`src/rtl/mem_port_arbiter.sv`:
```
// Arbitrates a single-port memory between instruction fetch (IF) and load/store (LS).
// LS has fixed priority; a starvation counter forces an IF grant after STARVE_MAX losses.
`timescale 1ns/1ps
module mem_port_arbiter #(
    parameter int ADDR_W     = 32,
    parameter int DATA_W     = 32,
    parameter int MEM_LAT    = 2,
    parameter int STARVE_MAX = 4
) (
    input  logic                clk,
    input  logic                reset,
    input  logic                if_req,
    input  logic [ADDR_W-1:0]   if_addr,
    output logic                if_gnt,
    output logic                if_rvalid,
    output logic [DATA_W-1:0]   if_rdata,
    input  logic                ls_req,
    input  logic                ls_we,
    input  logic [ADDR_W-1:0]   ls_addr,
    input  logic [DATA_W-1:0]   ls_wdata,
    input  logic [DATA_W/8-1:0] ls_be,
    output logic                ls_gnt,
    output logic                ls_rvalid,
    output logic [DATA_W-1:0]   ls_rdata,
    output logic                mem_en,
    output logic                mem_we,
    output logic [ADDR_W-1:0]   mem_addr,
    output logic [DATA_W-1:0]   mem_wdata,
    output logic [DATA_W/8-1:0] mem_be,
    input  logic [DATA_W-1:0]   mem_rdata,
    output logic                busy
);
    localparam int BE_W = DATA_W / 8;
    localparam logic [3:0] STARVE_MAX_C = 4'(STARVE_MAX);
    localparam logic [3:0] LAT_LOAD     = 4'(MEM_LAT - 1);

    typedef enum logic [1:0] {IDLE, ISSUE, WAIT, RESP} state_t;

    state_t              state_reg, state_next;
    logic [3:0]          starve_cnt_reg, starve_cnt_next;
    logic [3:0]          lat_cnt_reg, lat_cnt_next;
    logic                sel_ls_reg, sel_ls_next;
    logic                if_gnt_reg, if_gnt_next;
    logic                if_rvalid_reg, if_rvalid_next;
    logic [DATA_W-1:0]   if_rdata_reg, if_rdata_next;
    logic                ls_gnt_reg, ls_gnt_next;
    logic                ls_rvalid_reg, ls_rvalid_next;
    logic [DATA_W-1:0]   ls_rdata_reg, ls_rdata_next;
    logic                mem_en_reg, mem_en_next;
    logic                mem_we_reg, mem_we_next;
    logic [ADDR_W-1:0]   mem_addr_reg, mem_addr_next;
    logic [DATA_W-1:0]   mem_wdata_reg, mem_wdata_next;
    logic [BE_W-1:0]     mem_be_reg, mem_be_next;
    logic                busy_reg, busy_next;
    logic                pick_if;

    always_comb begin
        state_next      = state_reg;
        starve_cnt_next = starve_cnt_reg;
        lat_cnt_next    = lat_cnt_reg;
        sel_ls_next     = sel_ls_reg;
        if_gnt_next     = 1'b0;
        if_rvalid_next  = 1'b0;
        if_rdata_next   = if_rdata_reg;
        ls_gnt_next     = 1'b0;
        ls_rvalid_next  = 1'b0;
        ls_rdata_next   = ls_rdata_reg;
        mem_en_next     = 1'b0;
        mem_we_next     = mem_we_reg;
        mem_addr_next   = mem_addr_reg;
        mem_wdata_next  = mem_wdata_reg;
        mem_be_next     = mem_be_reg;
        pick_if         = 1'b0;

        case (state_reg)
            IDLE: begin
                if (if_req || ls_req) begin
                    pick_if     = (starve_cnt_reg == STARVE_MAX_C && if_req) || !ls_req;
                    mem_en_next = 1'b1;
                    state_next  = ISSUE;
                    if (pick_if) begin
                        sel_ls_next     = 1'b0;
                        if_gnt_next     = 1'b1;
                        mem_we_next     = 1'b0;
                        mem_addr_next   = if_addr;
                        mem_wdata_next  = '0;
                        mem_be_next     = '1;
                        starve_cnt_next = 4'd0;
                    end else begin
                        sel_ls_next    = 1'b1;
                        ls_gnt_next    = 1'b1;
                        mem_we_next    = ls_we;
                        mem_addr_next  = ls_addr;
                        mem_wdata_next = ls_wdata;
                        mem_be_next    = ls_be;
                        // Count only losses while IF is actually waiting.
                        if (!if_req)
                            starve_cnt_next = 4'd0;
                        else if (starve_cnt_reg != STARVE_MAX_C)
                            starve_cnt_next = starve_cnt_reg + 4'd1;
                    end
                end
            end
            ISSUE: begin
                lat_cnt_next = LAT_LOAD;
                state_next   = (MEM_LAT == 1) ? RESP : WAIT;
            end
            WAIT: begin
                lat_cnt_next = lat_cnt_reg - 4'd1;
                if (lat_cnt_reg <= 4'd1)
                    state_next = RESP;
            end
            RESP: begin
                state_next = IDLE;
                if (sel_ls_reg) begin
                    ls_rvalid_next = 1'b1;
                    ls_rdata_next  = mem_we_reg ? '0 : mem_rdata;
                end else begin
                    if_rvalid_next = 1'b1;
                    if_rdata_next  = mem_rdata;
                end
            end
            default: state_next = IDLE;
        endcase

        busy_next = (state_next != IDLE);
    end

    always_ff @(posedge clk) begin
        if (!reset) begin
            state_reg      <= IDLE;
            starve_cnt_reg <= 4'd0;
            lat_cnt_reg    <= 4'd0;
            sel_ls_reg     <= 1'b0;
            if_gnt_reg     <= 1'b0;
            if_rvalid_reg  <= 1'b0;
            if_rdata_reg   <= '0;
            ls_gnt_reg     <= 1'b0;
            ls_rvalid_reg  <= 1'b0;
            ls_rdata_reg   <= '0;
            mem_en_reg     <= 1'b0;
            mem_we_reg     <= 1'b0;
            mem_addr_reg   <= '0;
            mem_wdata_reg  <= '0;
            mem_be_reg     <= '0;
            busy_reg       <= 1'b0;
        end else begin
            state_reg      <= state_next;
            starve_cnt_reg <= starve_cnt_next;
            lat_cnt_reg    <= lat_cnt_next;
            sel_ls_reg     <= sel_ls_next;
            if_gnt_reg     <= if_gnt_next;
            if_rvalid_reg  <= if_rvalid_next;
            if_rdata_reg   <= if_rdata_next;
            ls_gnt_reg     <= ls_gnt_next;
            ls_rvalid_reg  <= ls_rvalid_next;
            ls_rdata_reg   <= ls_rdata_next;
            mem_en_reg     <= mem_en_next;
            mem_we_reg     <= mem_we_next;
            mem_addr_reg   <= mem_addr_next;
            mem_wdata_reg  <= mem_wdata_next;
            mem_be_reg     <= mem_be_next;
            busy_reg       <= busy_next;
        end
    end

    assign if_gnt    = if_gnt_reg;
    assign if_rvalid = if_rvalid_reg;
    assign if_rdata  = if_rdata_reg;
    assign ls_gnt    = ls_gnt_reg;
    assign ls_rvalid = ls_rvalid_reg;
    assign ls_rdata  = ls_rdata_reg;
    assign mem_en    = mem_en_reg;
    assign mem_we    = mem_we_reg;
    assign mem_addr  = mem_addr_reg;
    assign mem_wdata = mem_wdata_reg;
    assign mem_be    = mem_be_reg;
    assign busy      = busy_reg;
endmodule

```
`config.mk`:
```
export PLATFORM = sky130hd
export DESIGN_NAME = mem_port_arbiter
export DESIGN_NICKNAME = d
export VERILOG_FILES = /design/src/rtl/mem_port_arbiter.sv
export SDC_FILE = /design/constraint.sdc
export NUM_CORES = 1
export LEC_CHECK = 0
export ABC_AREA = 1
export BUFFER_PORTS_ARGS = -buffer_cell sky130_fd_sc_hd__buf_2
export CAP_MARGIN = 20
export CORE_UTILIZATION = 47
export CTS_BUF_LIST = sky130_fd_sc_hd__clkbuf_4 sky130_fd_sc_hd__clkbuf_8 sky130_fd_sc_hd__clkbuf_16
export DETAILED_ROUTE_END_ITERATION = 10
export PLACE_DENSITY_LB_ADDON = 0.15
export SYNTH_ARGS = -nofsm -noshare
export SYNTH_HDL_FRONTEND = slang
export SYNTH_SLANG_ARGS = --single-unit
```
`constraint.sdc`:
```
create_clock -name clk -period 1.7 [get_ports clk]
set_input_delay 0.085 -clock clk [delete_from_list [all_inputs] [get_ports clk]]
set_output_delay 0.085 -clock clk [all_outputs]
set_load 0.02 [all_outputs]
```
After elaboration in Yosys (flattened, before gate mapping)
Index checks and enable logic that the tools add are counted.
- $lt $le $gt $ge: 1
- reduce and logical (&&, ||, !) cells: 14
- mux-type cells: 17
- equality and inequality tests: 6
- add/sub/neg operators: 2
- bitwise logic cells: 1
- operators with widths (operator ; count):
    $mux 32 ; 3
    $mux 4 ; 4
    $reduce_and 2->1 ; 5
    $pmux 2 s4 ; 1
    $pmux 4 s2 ; 1
    $mux 1 ; 6
    $reduce_and 3->1 ; 2
    $add 4x1->4 const B ; 1
    $eq 2x2->1 const B ; 2
    $eq 4x3->1 const B ; 1
    $le 4x1->1 const B ; 1
    $mux 2 ; 2
    $ne 4x3->1 const B ; 1
    $reduce_bool 2->1 ; 2
    $sub 4x1->4 const B ; 1
    $ne 3x1->1 const B ; 1
    $eq 2x1->1 const B ; 1
    $logic_not 2->1 ; 1
    $logic_or 1x1->1 ; 2
    $logic_and 1x1->1 ; 1
    $logic_not 1->1 ; 1
    $not 1->1 ; 1
- output and inout port bits: 139
- logic and storage cells: 57
- register bits: 150

Longest topological paths before layout
Gate-level depths: netlist (run 1).
- depth after elaboration: 5
- gate-level depth with buffers: 10
- mapped depth without buffers: 9

Worst setup path after synthesis (run 1)
Ideal clock, no wire load.
- path type: flip-flop to flip-flop
- start point: register starve_cnt_reg[0]
- end point: register mem_addr_reg[18] (netlist: mem_addr[18])
- arrival: 1370 ps
- cell stages (with the launch flop): 10
- data required time: 1583 ps
- buffers on the path: 1
- path slack: 213 ps
- cells stage by stage: dfxtp_1 inv_1 ha_1 nand2_1 inv_1 a21oi_4 clkbuf_1 nor2_1 nor2_1 nor2_1
- cells in the longest elaborated chain, start to end: 4
- ends and longest elaborated chain (what ; line ; text):
    start: declaration ; 40 ; logic [3:0] starve_cnt_reg, starve_cnt_next;
    start signal: assignment ; 149 ; starve_cnt_reg <= starve_cnt_next;
    $eq 4x3->1 ; 78 ; pick_if = (starve_cnt_reg == STARVE_MAX_C && if_req) || !ls_req;
    $logic_and 1x1->1 ; 78 ;
    $logic_or 1x1->1 ; 78 ;
    $mux 32 ; 81 ; if (pick_if) begin
    end signal: assignment ; 160 ; mem_addr_reg <= mem_addr_next;
    end: declaration ; 51 ; logic [ADDR_W-1:0] mem_addr_reg, mem_addr_next;
No other way between the ends.
A chain may end at the register's enable or synchronous reset.

Final worst setup path (run 1)
- start point: register state_reg[0]
- end point: register mem_be_reg[2] (netlist: mem_be[2])
- cells in the longest elaborated chain, start to end: 2
- ends and longest elaborated chain (what ; line ; text):
    start: declaration ; 39 ; state_t state_reg, state_next;
    start signal: assignment ; 148 ; state_reg <= state_next;
    $logic_not 2->1 ; 75 ; case (state_reg)
    $reduce_and 2->1 (no line) ; n/a ;
    end signal: assignment ; 162 ; mem_be_reg <= mem_be_next;
    end: declaration ; 53 ; logic [BE_W-1:0] mem_be_reg, mem_be_next;
No other way between the ends.

==> reports/qor.csv, run 1 <==
stage,metric,value,unit
status,status,"complete, no violations",
detailed_routing,met2_length,8899,um
placed_design,portBuffers,275,
sta,hold_violations,0,
detailed_routing,wl_per_cell,13.29,um
yosys,synth_area,6038,um2
finish,antenna_cells,0,
hold_path,hold_end,mem_addr[4],
yosys,synth.area.top_cells,"dfxtp_1 50%, nor2_1 11%, nand3_1 11%",
detailed_routing,wl_met3,1319,um
yosys,synthCells,832,
sta,fmax,0.6485,GHz
placed_design,placed_cell_area,7601,um2
grt,gr-total-overflow,0,
sta,fin_crit,1.542,ns
power,powerDensity,1346,nW/um2
critical_path,worstPathMaxFanout,38,
finish,nets,1326,
clocking,cts_tree,yes,
yosys,ys_ff_latch,150,
placed_design,place.detailed.hpwl,10680,um
critical_path,cp.required,2.00,ns
sta,finalCritPeriodShare,90.71,%
sta,rsz0062_at_grt,false,
detailed_routing,routed_wl,18150,um
finish,fin_area,9196,um2
power,p_leak,4.766,nW
detailed_routing,initialDrtViolationCount,600,
grt,grt_pass1_vias,6153,
placed_design,gp_congestion,0.7847,
clocking,clockRootBuffer,clkbuf_16,
critical_path,r2r-end,mem_be[2],
floorplanning,num_rows,41,
detailed_routing,met1_length,7462,um
grt,grt_max_degree,85,
hold_path,hp-class,in2reg,
critical_path,cp.arrival,1.85,ns
floorplanning,dieWidth,115.3,um
clocking,clock_latency,0.41,ns
grt,grt_pass1_wl,27850,um
critical_path,endpoint_kind,flop,
sta,finalSetupViolations,0,
finish,syn_to_final_growth,52.30,%
detailed_routing,firstDrtPassIters,7,
power,vdd_ir_drop_max,0.001043,V
clocking,htree_levels,4,
hold_path,min_path_cells,5,
yosys,synth_warnings,0,
sta,fin_tns_setup,0,ns
floorplanning,pin_count,276,
detailed_routing,via_per_inst,4.911,
sta,tightest_slew,0.4282,ns
critical_path,cp-start-kind,flop,
floorplanning,start_util,48.04,%
hold_path,min_from,if_addr[4],
clocking,clk_pin_slew_worst_paths,0.06,ns
flow_run,drv_cap,0,
yosys,synth_cell_types,23,
floorplanning,fp.dieArea,13300,um2
detailed_routing,num_vias,6708,
yosys,syn_avg_cell_area,7.258,um2
yosys,yosysTopAreaCellShare,49.73,%
finish,drive_above_1_share,28.39,%
sta,slew_violations,0,
floorplanning,die_y,115.3,um
sta,finalClockSkew,0.008216,ns
critical_path,r2r_cells,6,
grt,grt_usage,26.51,%
yosys,yosysTopAreaCell,dfxtp_1,
sta,relSlewSlack,71.42,%
clocking,cts.sinks,150,
clocking,cts_buffers,17,
floorplanning,core_area,12570,um2
critical_path,criticalPathCategory,reg2reg,
clocking,clockBufferDepth,2,
detailed_routing,drc_errors,0,
critical_path,worstReg2RegStart,state_reg[0],
detailed_routing,postRouteAntennaNets,0,
critical_path,ff2ff_setup_slack,0.16,ns
yosys,yosysSeqAreaShare,49.73,%
grt,antenna_found_initial,1,
detailed_routing,highest_layer,met5,
yosys,synth.net_count,976,
[cell type report]
type / instances / area [um2]
Multi-Input combinational cell: 562 / 2541
Fill cell: 1015 / 3372
Clock buffer: 19 / 446.7
Inverter: 60 / 225.2
Tap cell: 172 / 215.2
Clock inverter: 12 / 128.9
Sequential cell: 150 / 3005
Timing Repair Buffer: 391 / 2634
[logic make-up after synthesis]
| family | after synthesis | synth area share, % |
|---|---|---|
| adders and majority gates | 7 | 1.450 |
| and+or+nand+nor | 435 | 30.19 |
| buffers and inverters | 120 | 8.268 |
| DFF | 150 | 49.73 |
| AOI/OAI and AO/OA | 120 | 10.36 |
[power breakdown]
part,switching [mW],internal (mW)
clock network,1.43,2.21
registers,0.326,4.18
logic,2.71,1.53
total,4.47,7.92
[layout by cell type (no fill, tap or decap), types with 7 or more instances in the layout]
cell	Yosys	routed
dlygate4sd3_1	0	94
buf_12	0	9
inv_1	57	57
nor2_1	181	179
o21ai_0	71	71
ha_1	7	7
dfxtp_1	150	148
clkbuf_16	0	19
a21oi_1	44	44
buf_2	21	275
nand3_1	130	130
buf_4	2	10
nand2_1	113	113
[per-stage QoR]
stage / instances / worst slack [ns] / total power [mW] / util [%] / hold WS (ns)
3_5_place_dp: 1236 / 0.1346 / 8.592 / 60.48 / 0.3136
2_1_floorplan: 832 / 0.2126 / 7.311 / - / 0.2163
6_report: 1366 / 0.1579 / 12.38 / 73.17 / 0.005716
3_3_place_gp: 1236 / 0.1643 / 8.565 / 60.48 / 0.3058
4_1_cts: 1361 / 0.1075 / 12.40 / 72.54 / 0.0001499
5_1_grt: 1366 / 0.01274 / 13.12 / 73.17 / 0.01562
[repair_timing]
action	in CTS	in global routing
gates resized for setup	0	3
buffers inserted	0	3
endpoints found under the setup margin	0	35
hold buffers	94	0
endpoints found under the hold margin	119	0
[how the worst max path moves through the flow]
stage	from	to	slack [ns]
floorplan	starve_cnt_reg[0]	mem_addr[18]	0.21
global placement	starve_cnt_reg[0]	mem_addr[7]	0.16
detailed placement	starve_cnt_reg[0]	mem_addr[19]	0.13
CTS	starve_cnt_reg[0]	mem_wdata[23]	0.11
global route	starve_cnt_reg[0]	mem_addr[30]	0.01
finish	state_reg[0]	mem_be[2]	0.16
[Yosys cell counts]
master / instances
a21oi_1: 44
a21oi_4: 2
and2_1: 1
and3_1: 2
buf_1: 9
buf_2: 21
buf_4: 2
buf_6: 2
clkbuf_1: 26
dfxtp_1: 150
ha_1: 7
inv_1: 57
inv_2: 3
nand2_1: 113
nand3_1: 130
nand4_1: 2
nor2_1: 181
nor2_2: 1
nor2_4: 1
nor3_1: 4
o21a_1: 1
o21ai_0: 71
o21ai_1: 2
[metal layers]
metal / vias up / GRT usage (%)
met4: 2 / 12.90
met1: 3012 / 30.25
li1: 3371 / -
met2: 277 / 46.03
met3: 46 / 6.800
met5: - / 0
[worst max-delay path, stage by stage, from the launching register on]
cell,delay [ns]
dfxtp_1,0.31
inv_1,0.10
ha_1,0.17
buf_4,0.36
nand2_1,0.22
o21ai_0,0.22
inv_1,0.06
Note: power is estimated with default switching activity, not from simulation.
==> run 2: changes to the inputs <==
--- a/config.mk
+++ b/config.mk
@@ -9,7 +9,6 @@
 export BUFFER_PORTS_ARGS = -buffer_cell sky130_fd_sc_hd__buf_2
 export CAP_MARGIN = 20
 export CORE_UTILIZATION = 47
-export CTS_BUF_LIST = sky130_fd_sc_hd__clkbuf_4 sky130_fd_sc_hd__clkbuf_8 sky130_fd_sc_hd__clkbuf_16
 export DETAILED_ROUTE_END_ITERATION = 10
 export PLACE_DENSITY_LB_ADDON = 0.15
 export SYNTH_ARGS = -nofsm -noshare
==> run 2 against run 1 <==
Clock power is essentially flat. Die area is the same. Combinational power is essentially flat. First-iteration DRC count shrank 7.8%. Final area is essentially flat. Utilization is essentially flat. Count of clock-buffer cells in the layout is the same. Critical path type unchanged. Highest routed layer unchanged.
==> reports/qor.csv, run 2 (synthesis results as in run 1) <==
stage,metric,value,unit,change
critical_path,worstPathMaxFanout,18,,-53%
finish,instances_no_fill,1366,,unchanged
detailed_routing,firstDrtPassIters,5,,-2
critical_path,worst_path_max_delay_cell,dfxtp_2,,
detailed_routing,postRouteAntennaNets,0,,unchanged
placed_design,place.detailed.hpwl,10680,um,unchanged
floorplanning,num_rows,41,,unchanged
sta,slew_violations,0,,unchanged
hold_path,hp-class,in2reg,,
critical_path,cp_cell_sequence,"inv_1, ha_1, nand2_1, inv_1, a21oi_4, buf_4, buf_12, nand3_1, a21oi_1",,
floorplanning,start_util,48.04,%,unchanged
grt,grt_pass1_wl,27850,um,unchanged
placed_design,placed_cells,1236,,unchanged
critical_path,crit_path_frequent_cell,inv_1,,
detailed_routing,drc_errors,0,,unchanged
finish,syn_to_final_growth,52.24,%,about the same
grt,grt_usage,26.50,%,about the same
sta,finalCritPeriodShare,90.78,%,about the same
critical_path,criticalPathCategory,reg2reg,,
sta,timing.final.ws_setup,0.1567,ns,-0.001206 ns
detailed_routing,met2_length,8853,um,-0.52%
power,powerDensity,1345,nW/um2,-0.11%
sta,relSlewSlack,71.27,%,-0.15 points
power,p_leak,4.763,nW,about the same
sta,hold_violations,0,,unchanged
sta,hold_slack,0.006138,ns,+0.0004217 ns
placed_design,portBuffers,275,,unchanged
critical_path,slowest_delay,0.35,ns,about the same
sta,fin_tns_setup,0,ns,unchanged
sta,rsz0062_at_grt,false,,
clocking,clockRootBuffer,clkbuf_16,,
flow_run,drv_cap,0,,unchanged
finish,drive_above_1_share,28.31,%,-0.084 points
placed_design,gp_congestion,0.7847,,unchanged
detailed_routing,initialDrtViolationCount,553,,-7.8%
critical_path,cp.arrival,1.88,ns,+0.03 ns
clocking,cts_tree,yes,,
sta,finalClockSkew,0.008087,ns,-0.0001291 ns
detailed_routing,met1_length,7549,um,+1.2%
sta,fmax,0.6480,GHz,about the same
finish,layout_commonest_cell,buf_2,,
finish,antenna_cells,0,,unchanged
placed_design,placed_cell_area,7601,um2,unchanged
floorplanning,pin_count,276,,unchanged
grt,gr-total-overflow,0,,unchanged
floorplanning,core_area,12570,um2,unchanged
status,status,"complete, no violations",,
placed_design,place_ws,0.1346,ns,unchanged
finish,final_cell_mix,"275 x buf_2, 179 x nor2_1, 148 x dfxtp_1",,
floorplanning,fp.dieArea,13300,um2,unchanged
clocking,cts.sinks,150,,unchanged
grt,grt_max_degree,85,,unchanged
detailed_routing,wl_per_cell,13.29,um,about the same
critical_path,cp-start-kind,flop,,
sta,tightest_slew,0.4305,ns,+0.002242 ns
critical_path,cp.required,2.04,ns,+0.04 ns
detailed_routing,highest_layer,met5,,
sta,fin_crit,1.543,ns,+0.001206 ns
critical_path,endpoint_kind,flop,,
grt,grt_pass1_vias,6150,,-0.049%
detailed_routing,num_vias,6705,,-0.045%
clocking,clk_pin_slew_worst_paths,0.06,ns,about the same
detailed_routing,wl_met3,1276,um,-3.3%
grt,antenna_found_initial,1,,unchanged
clocking,clock_latency,0.41,ns,about the same
finish,nets,1326,,unchanged
floorplanning,dieWidth,115.3,um,unchanged
clocking,clockBufferDepth,2,,unchanged
sta,finalSetupViolations,0,,unchanged
power,vdd_ir_drop_max,0.001042,V,about the same
detailed_routing,routed_wl,18160,um,about the same
clocking,cts_buffers,17,,unchanged
finish,fillerInstances,1015,,unchanged
finish,fin_area,9193,um2,about the same
floorplanning,die_y,115.3,um,unchanged
clocking,htree_levels,4,,unchanged
detailed_routing,via_per_inst,4.908,,about the same
[run 2: metal layers]
metal  vias to the layer above  GRT usage, %
met2                       261         46.07
li1                       3370             -
met3                        48         6.800
met5                         -             0
met4                         2         12.73
met1                      3024         30.25
[run 2: layout make-up]
cell class	count	area, um2	area share, %
timing repair buffer	391	2634	28.65
tap	172	215.2	2.341
inverter	60	225.2	2.450
multi-input combinational	562	2541	27.64
sequential	150	3005	32.69
clock buffer	19	442.9	4.818
clock inverter	12	128.9	1.402
[run 2: stage by stage]
| step | power (mW) | utilization (%) |
|---|---|---|
| after global routing | 13.11 | 73.14 |
| after detailed placement | 8.592 | 60.48 |
| after CTS | 12.38 | 72.51 |
| after floorplan | 7.311 | - |
| final | 12.36 | 73.14 |
| after global placement | 8.565 | 60.48 |
[run 2: worst paths after layout]
kind,endpoint,from,depth (start not counted),slack [ns]
max reg2reg,mem_wdata[5],starve_cnt_reg[0],9,0.16
min,mem_addr[4],if_addr[4],5,0.006
min reg2reg,mem_wdata[14],mem_wdata[14],2,0.46
max,mem_wdata[5],starve_cnt_reg[0],9,0.16
[run 2: worst max-delay path: cells and delay by family, from the launching register on]
kind	cells	cell delay (ns)
buffers and inverters	4	0.44
AO/OA/AOI/OAI	2	0.33
adder cells (fa/ha/maj)	1	0.21
AND/OR/NAND/NOR	2	0.15
flip-flops	1	0.35
[run 2: report_power, final]
part           switching, mW  internal, mW
sequential             0.325          4.18
clock                   1.43          2.19
combinational           2.71          1.53
[run 2: repair_timing]
item / CTS / global route
resized for setup: 0 / 3
hold buffers: 94 / 0
setup buffers: 0 / 3
hold endpoints to repair: 119 / 0
setup endpoints to repair: 0 / 35
==> run 3: changes to the inputs <==
--- a/config.mk
+++ b/config.mk
@@ -5,10 +5,9 @@
 export SDC_FILE = /design/constraint.sdc
 export NUM_CORES = 1
 export LEC_CHECK = 0
-export ABC_AREA = 1
 export BUFFER_PORTS_ARGS = -buffer_cell sky130_fd_sc_hd__buf_2
 export CAP_MARGIN = 20
-export CORE_UTILIZATION = 47
+export CORE_UTILIZATION = 50
 export DETAILED_ROUTE_END_ITERATION = 10
 export PLACE_DENSITY_LB_ADDON = 0.15
 export SYNTH_ARGS = -nofsm -noshare
==> constraint.sdc (replaced) <==
create_clock -name clk -period 1.95 [get_ports clk]
set_input_delay 0.0975 -clock clk [delete_from_list [all_inputs] [get_ports clk]]
set_output_delay 0.0975 -clock clk [all_outputs]
set_load 0.02 [all_outputs]
==> run 3 against run 2 <==
Final area decreased by 3.3%. Non-clock buffer count increased by 2. Combinational power fell by 17%. Sequential power down 14%. Die area down 8.8%. Clock skew grew 0.0035 ns. Count of clock-buffer cells in the layout rose by 1. Worst hold slack improved by 0.011 ns. Total power down 14%. Sequential share of layout area rose by 1.1 points.
==> reports/qor.csv, run 3 <==
stage,metric,value,unit,change
status,status,"complete, no violations",,
clocking,cts_buffers,17,,unchanged
yosys,synth_area,5851,um2,-3.1%
critical_path,worstPathMaxFanout,37,,+19
yosys,synthCells,616,,-26%
finish,nets,1110,,-16%
critical_path,criticalPathCategory,reg2reg,,
floorplanning,fp.dieArea,12140,um2,-8.8%
sta,finalCritPeriodShare,92.52,%,+1.7 points
sta,relSlewSlack,64.58,%,-6.7 points
clocking,clock_latency,0.42,ns,about the same
yosys,synth_cell_types,38,,+65%
hold_path,hold_end,mem_addr[17],,
detailed_routing,num_vias,6314,,-5.8%
yosys,synth_edf_count,0,,unchanged
power,vdd_ir_drop_max,0.0008425,V,-19%
critical_path,cp-start-kind,flop,,
clocking,cts_tree,yes,,
sta,rsz0062_at_grt,false,,
finish,drive_above_1_share,37.18,%,+8.9 points
critical_path,ff2ff_setup_slack,0.15,ns,about the same
clocking,clk_pin_slew_worst_paths,0.06,ns,about the same
clocking,clockRootBuffer,clkbuf_16,,
detailed_routing,initialDrtViolationCount,485,,-12%
critical_path,r2r-end,mem_be[2],,
critical_path,cp.required,2.25,ns,+0.21 ns
floorplanning,start_util,51.24,%,+3.2 points
detailed_routing,via_per_inst,5.627,,+15%
power,p_leak,3.945,nW,-17%
clocking,cts.sinks,150,,unchanged
finish,final_cell_mix,"275 x buf_2, 150 x dfxtp_1, 102 x dlygate4sd3_1",,
yosys,synth.area.top_cells,"dfxtp_1 51%, a211oi_2 6.4%, a32oi_1 4.9%",,
critical_path,worst_path_max_delay_cell,dfxtp_1,,
critical_path,cp.arrival,2.10,ns,+0.22 ns
yosys,ys_ff_latch,150,,unchanged
critical_path,worstReg2RegStart,state_reg[0],,
sta,finalClockSkew,0.01160,ns,+0.003514 ns
critical_path,r2r_cells,6,,-3
grt,grt_usage,31.60,%,+5.1 points
grt,grt_max_degree,44,,-48%
floorplanning,num_rows,39,,-4.9%
floorplanning,dieWidth,110.2,um,-4.5%
yosys,yosysSeqAreaShare,51.33,%,+1.6 points
finish,syn_to_final_growth,51.97,%,
yosys,synth_flop_cell,dfxtp_1,,
sta,fmax,0.5543,GHz,-14%
yosys,synth_common_cells,"150 x dfxtp_1, 75 x nand2_1, 70 x nor2_1, 40 x a21oi_1",,
floorplanning,die_y,110.2,um,-4.5%
yosys,syn_avg_cell_area,9.498,um2,+31%
yosys,yosysTopAreaCellShare,51.33,%,+1.6 points
sta,slew_violations,0,,unchanged
flow_run,drv_cap,0,,unchanged
floorplanning,core_area,11420,um2,-9.1%
grt,grt_pass1_vias,6312,,+2.6%
sta,finalSetupViolations,0,,unchanged
yosys,synth_warnings,0,,unchanged
finish,layout_commonest_cell,buf_2,,
placed_design,place.detailed.hpwl,11080,um,+3.8%
yosys,synth.net_count,760,,-22%
sta,fin_tns_setup,0,ns,unchanged
detailed_routing,drc_errors,0,,unchanged
clocking,htree_levels,4,,unchanged
yosys,synth_most_common_cell,dfxtp_1,,
grt,grt_pass1_wl,29590,um,+6.3%
placed_design,portBuffers,275,,unchanged
critical_path,cp-startpoint,state_reg[0],,
yosys,async_flop_share,0,%,unchanged
placed_design,gp_congestion,0.8116,,+3.4%
critical_path,slowest_delay,0.34,ns,about the same
detailed_routing,firstDrtPassIters,5,,unchanged
detailed_routing,routed_wl,19390,um,+6.8%
hold_path,min_from,ls_addr[17],,
critical_path,endpoint_kind,flop,,
sta,fin_crit,1.804,ns,+0.2609 ns
power,powerDensity,1192,nW/um2,-11%
clocking,clockBufferDepth,2,,unchanged
detailed_routing,wl_per_cell,17.28,um,+30%
hold_path,hp-class,in2reg,,
floorplanning,pin_count,276,,unchanged
yosys,yosysTopAreaCell,dfxtp_1,,
grt,antenna_found_initial,0,,-1
sta,hold_violations,0,,unchanged
grt,gr-total-overflow,0,,unchanged
sta,tightest_slew,0.5313,ns,+0.1009 ns
critical_path,cp_cell_sequence,"inv_1, ha_1, and2_1, buf_12, nand2_1, o221a_2",,
power,finalPower,10.60,mW,-14%
detailed_routing,postRouteAntennaNets,0,,unchanged
finish,antenna_cells,0,,unchanged
hold_path,min_path_cells,3,,-2
run 3: cell count changes after synthesis, moves of 30 or more:
cell | before | now
nor2_1 | 181 | 70
a211oi_1 | 0 | 35
inv_1 | 57 | 9
nand2_1 | 113 | 75
a32oi_1 | 0 | 33
o21ai_0 | 71 | 35
nand3_1 | 130 | 2
a22o_1 | 0 | 30
a211oi_2 | 0 | 30
run 3: area by class of cell:
type	instances	area [um2]
flip-flops and latches	150	3003
well taps	143	178.9
clock inverters	12	128.9
multi-input cells	394	2511
repair buffers	393	2575
clock buffers	20	456.7
fillers	744	2527
inverters	10	37.54
run 3: how the worst max path moves through the flow:
| stage | to | slack, ns | cells after the start |
|---|---|---|---|
| floorplan | mem_wdata[23] | 0.46 | 7 |
| global placement | mem_addr[0] | 0.13 | 5 |
| detailed placement | mem_addr[1] | 0.02 | 5 |
| CTS | mem_addr[1] | 0.006 | 5 |
| global route | mem_be[2] | 0.06 | 6 |
| finish | mem_be[2] | 0.15 | 6 |
run 3: timing repair:
action,4_1_cts,5_1_grt
setup buffers,0,0
endpoints found under the setup margin,0,66
hold endpoints to repair,133,0
resized for setup,0,3
hold buffers,102,0
run 3: routing by layer:
layer	global-route usage (%)	share of wire (%)	up-vias
li1	-	-	2938
met1	33.37	38	3010
met2	57.50	51	317
met3	8.760	7.8	49
met4	15.70	2.9	0
met5	0	0	-
run 3: critical path, delay by kind of cell (launching register included):
family / cells / cell delay (ns)
AOI/OAI and AO/OA: 1 / 0.29
adders and majority gates: 1 / 0.34
buffers and inverters: 2 / 0.30
DFF: 1 / 0.34
and+or+nand+nor: 2 / 0.43
run 3: metrics by stage:
step | utilization (%) | instance area (um2) | hold WS, ns | cells | setup WS [ns]
6_report | 77.87 | 8891 | 0.01696 | 1122 | 0.1458
5_1_grt | 77.87 | 8891 | 0.01979 | 1122 | 0.05953
4_1_cts | 77.79 | 8882 | 0.001384 | 1122 | 0.005755
3_5_place_dp | 63.72 | 7276 | 0.3234 | 988 | 0.02272
3_3_place_gp | 63.72 | 7276 | 0.3248 | 988 | 0.1290
2_1_floorplan | - | 5851 | 0.2232 | 616 | 0.4563
run 3: power breakdown:
group	switching, mW	leakage, nW	internal [mW]
Clock	1.26	0.282	1.95
Combinational	2.19	2.44	1.34
Sequential	0.291	1.22	3.58
run 3: cell families (layout without fill, tap and decap cells):
| kind of cell | after synthesis | in the layout | synth area share (%) |
|---|---|---|---|
| flops | 150 | 150 | 51.33 |
| simple gates | 171 | 171 | 12.36 |
| buf+inv | 72 | 435 | 6.116 |
| fa+ha+maj | 7 | 7 | 1.497 |
| compound gates | 216 | 216 | 28.70 |
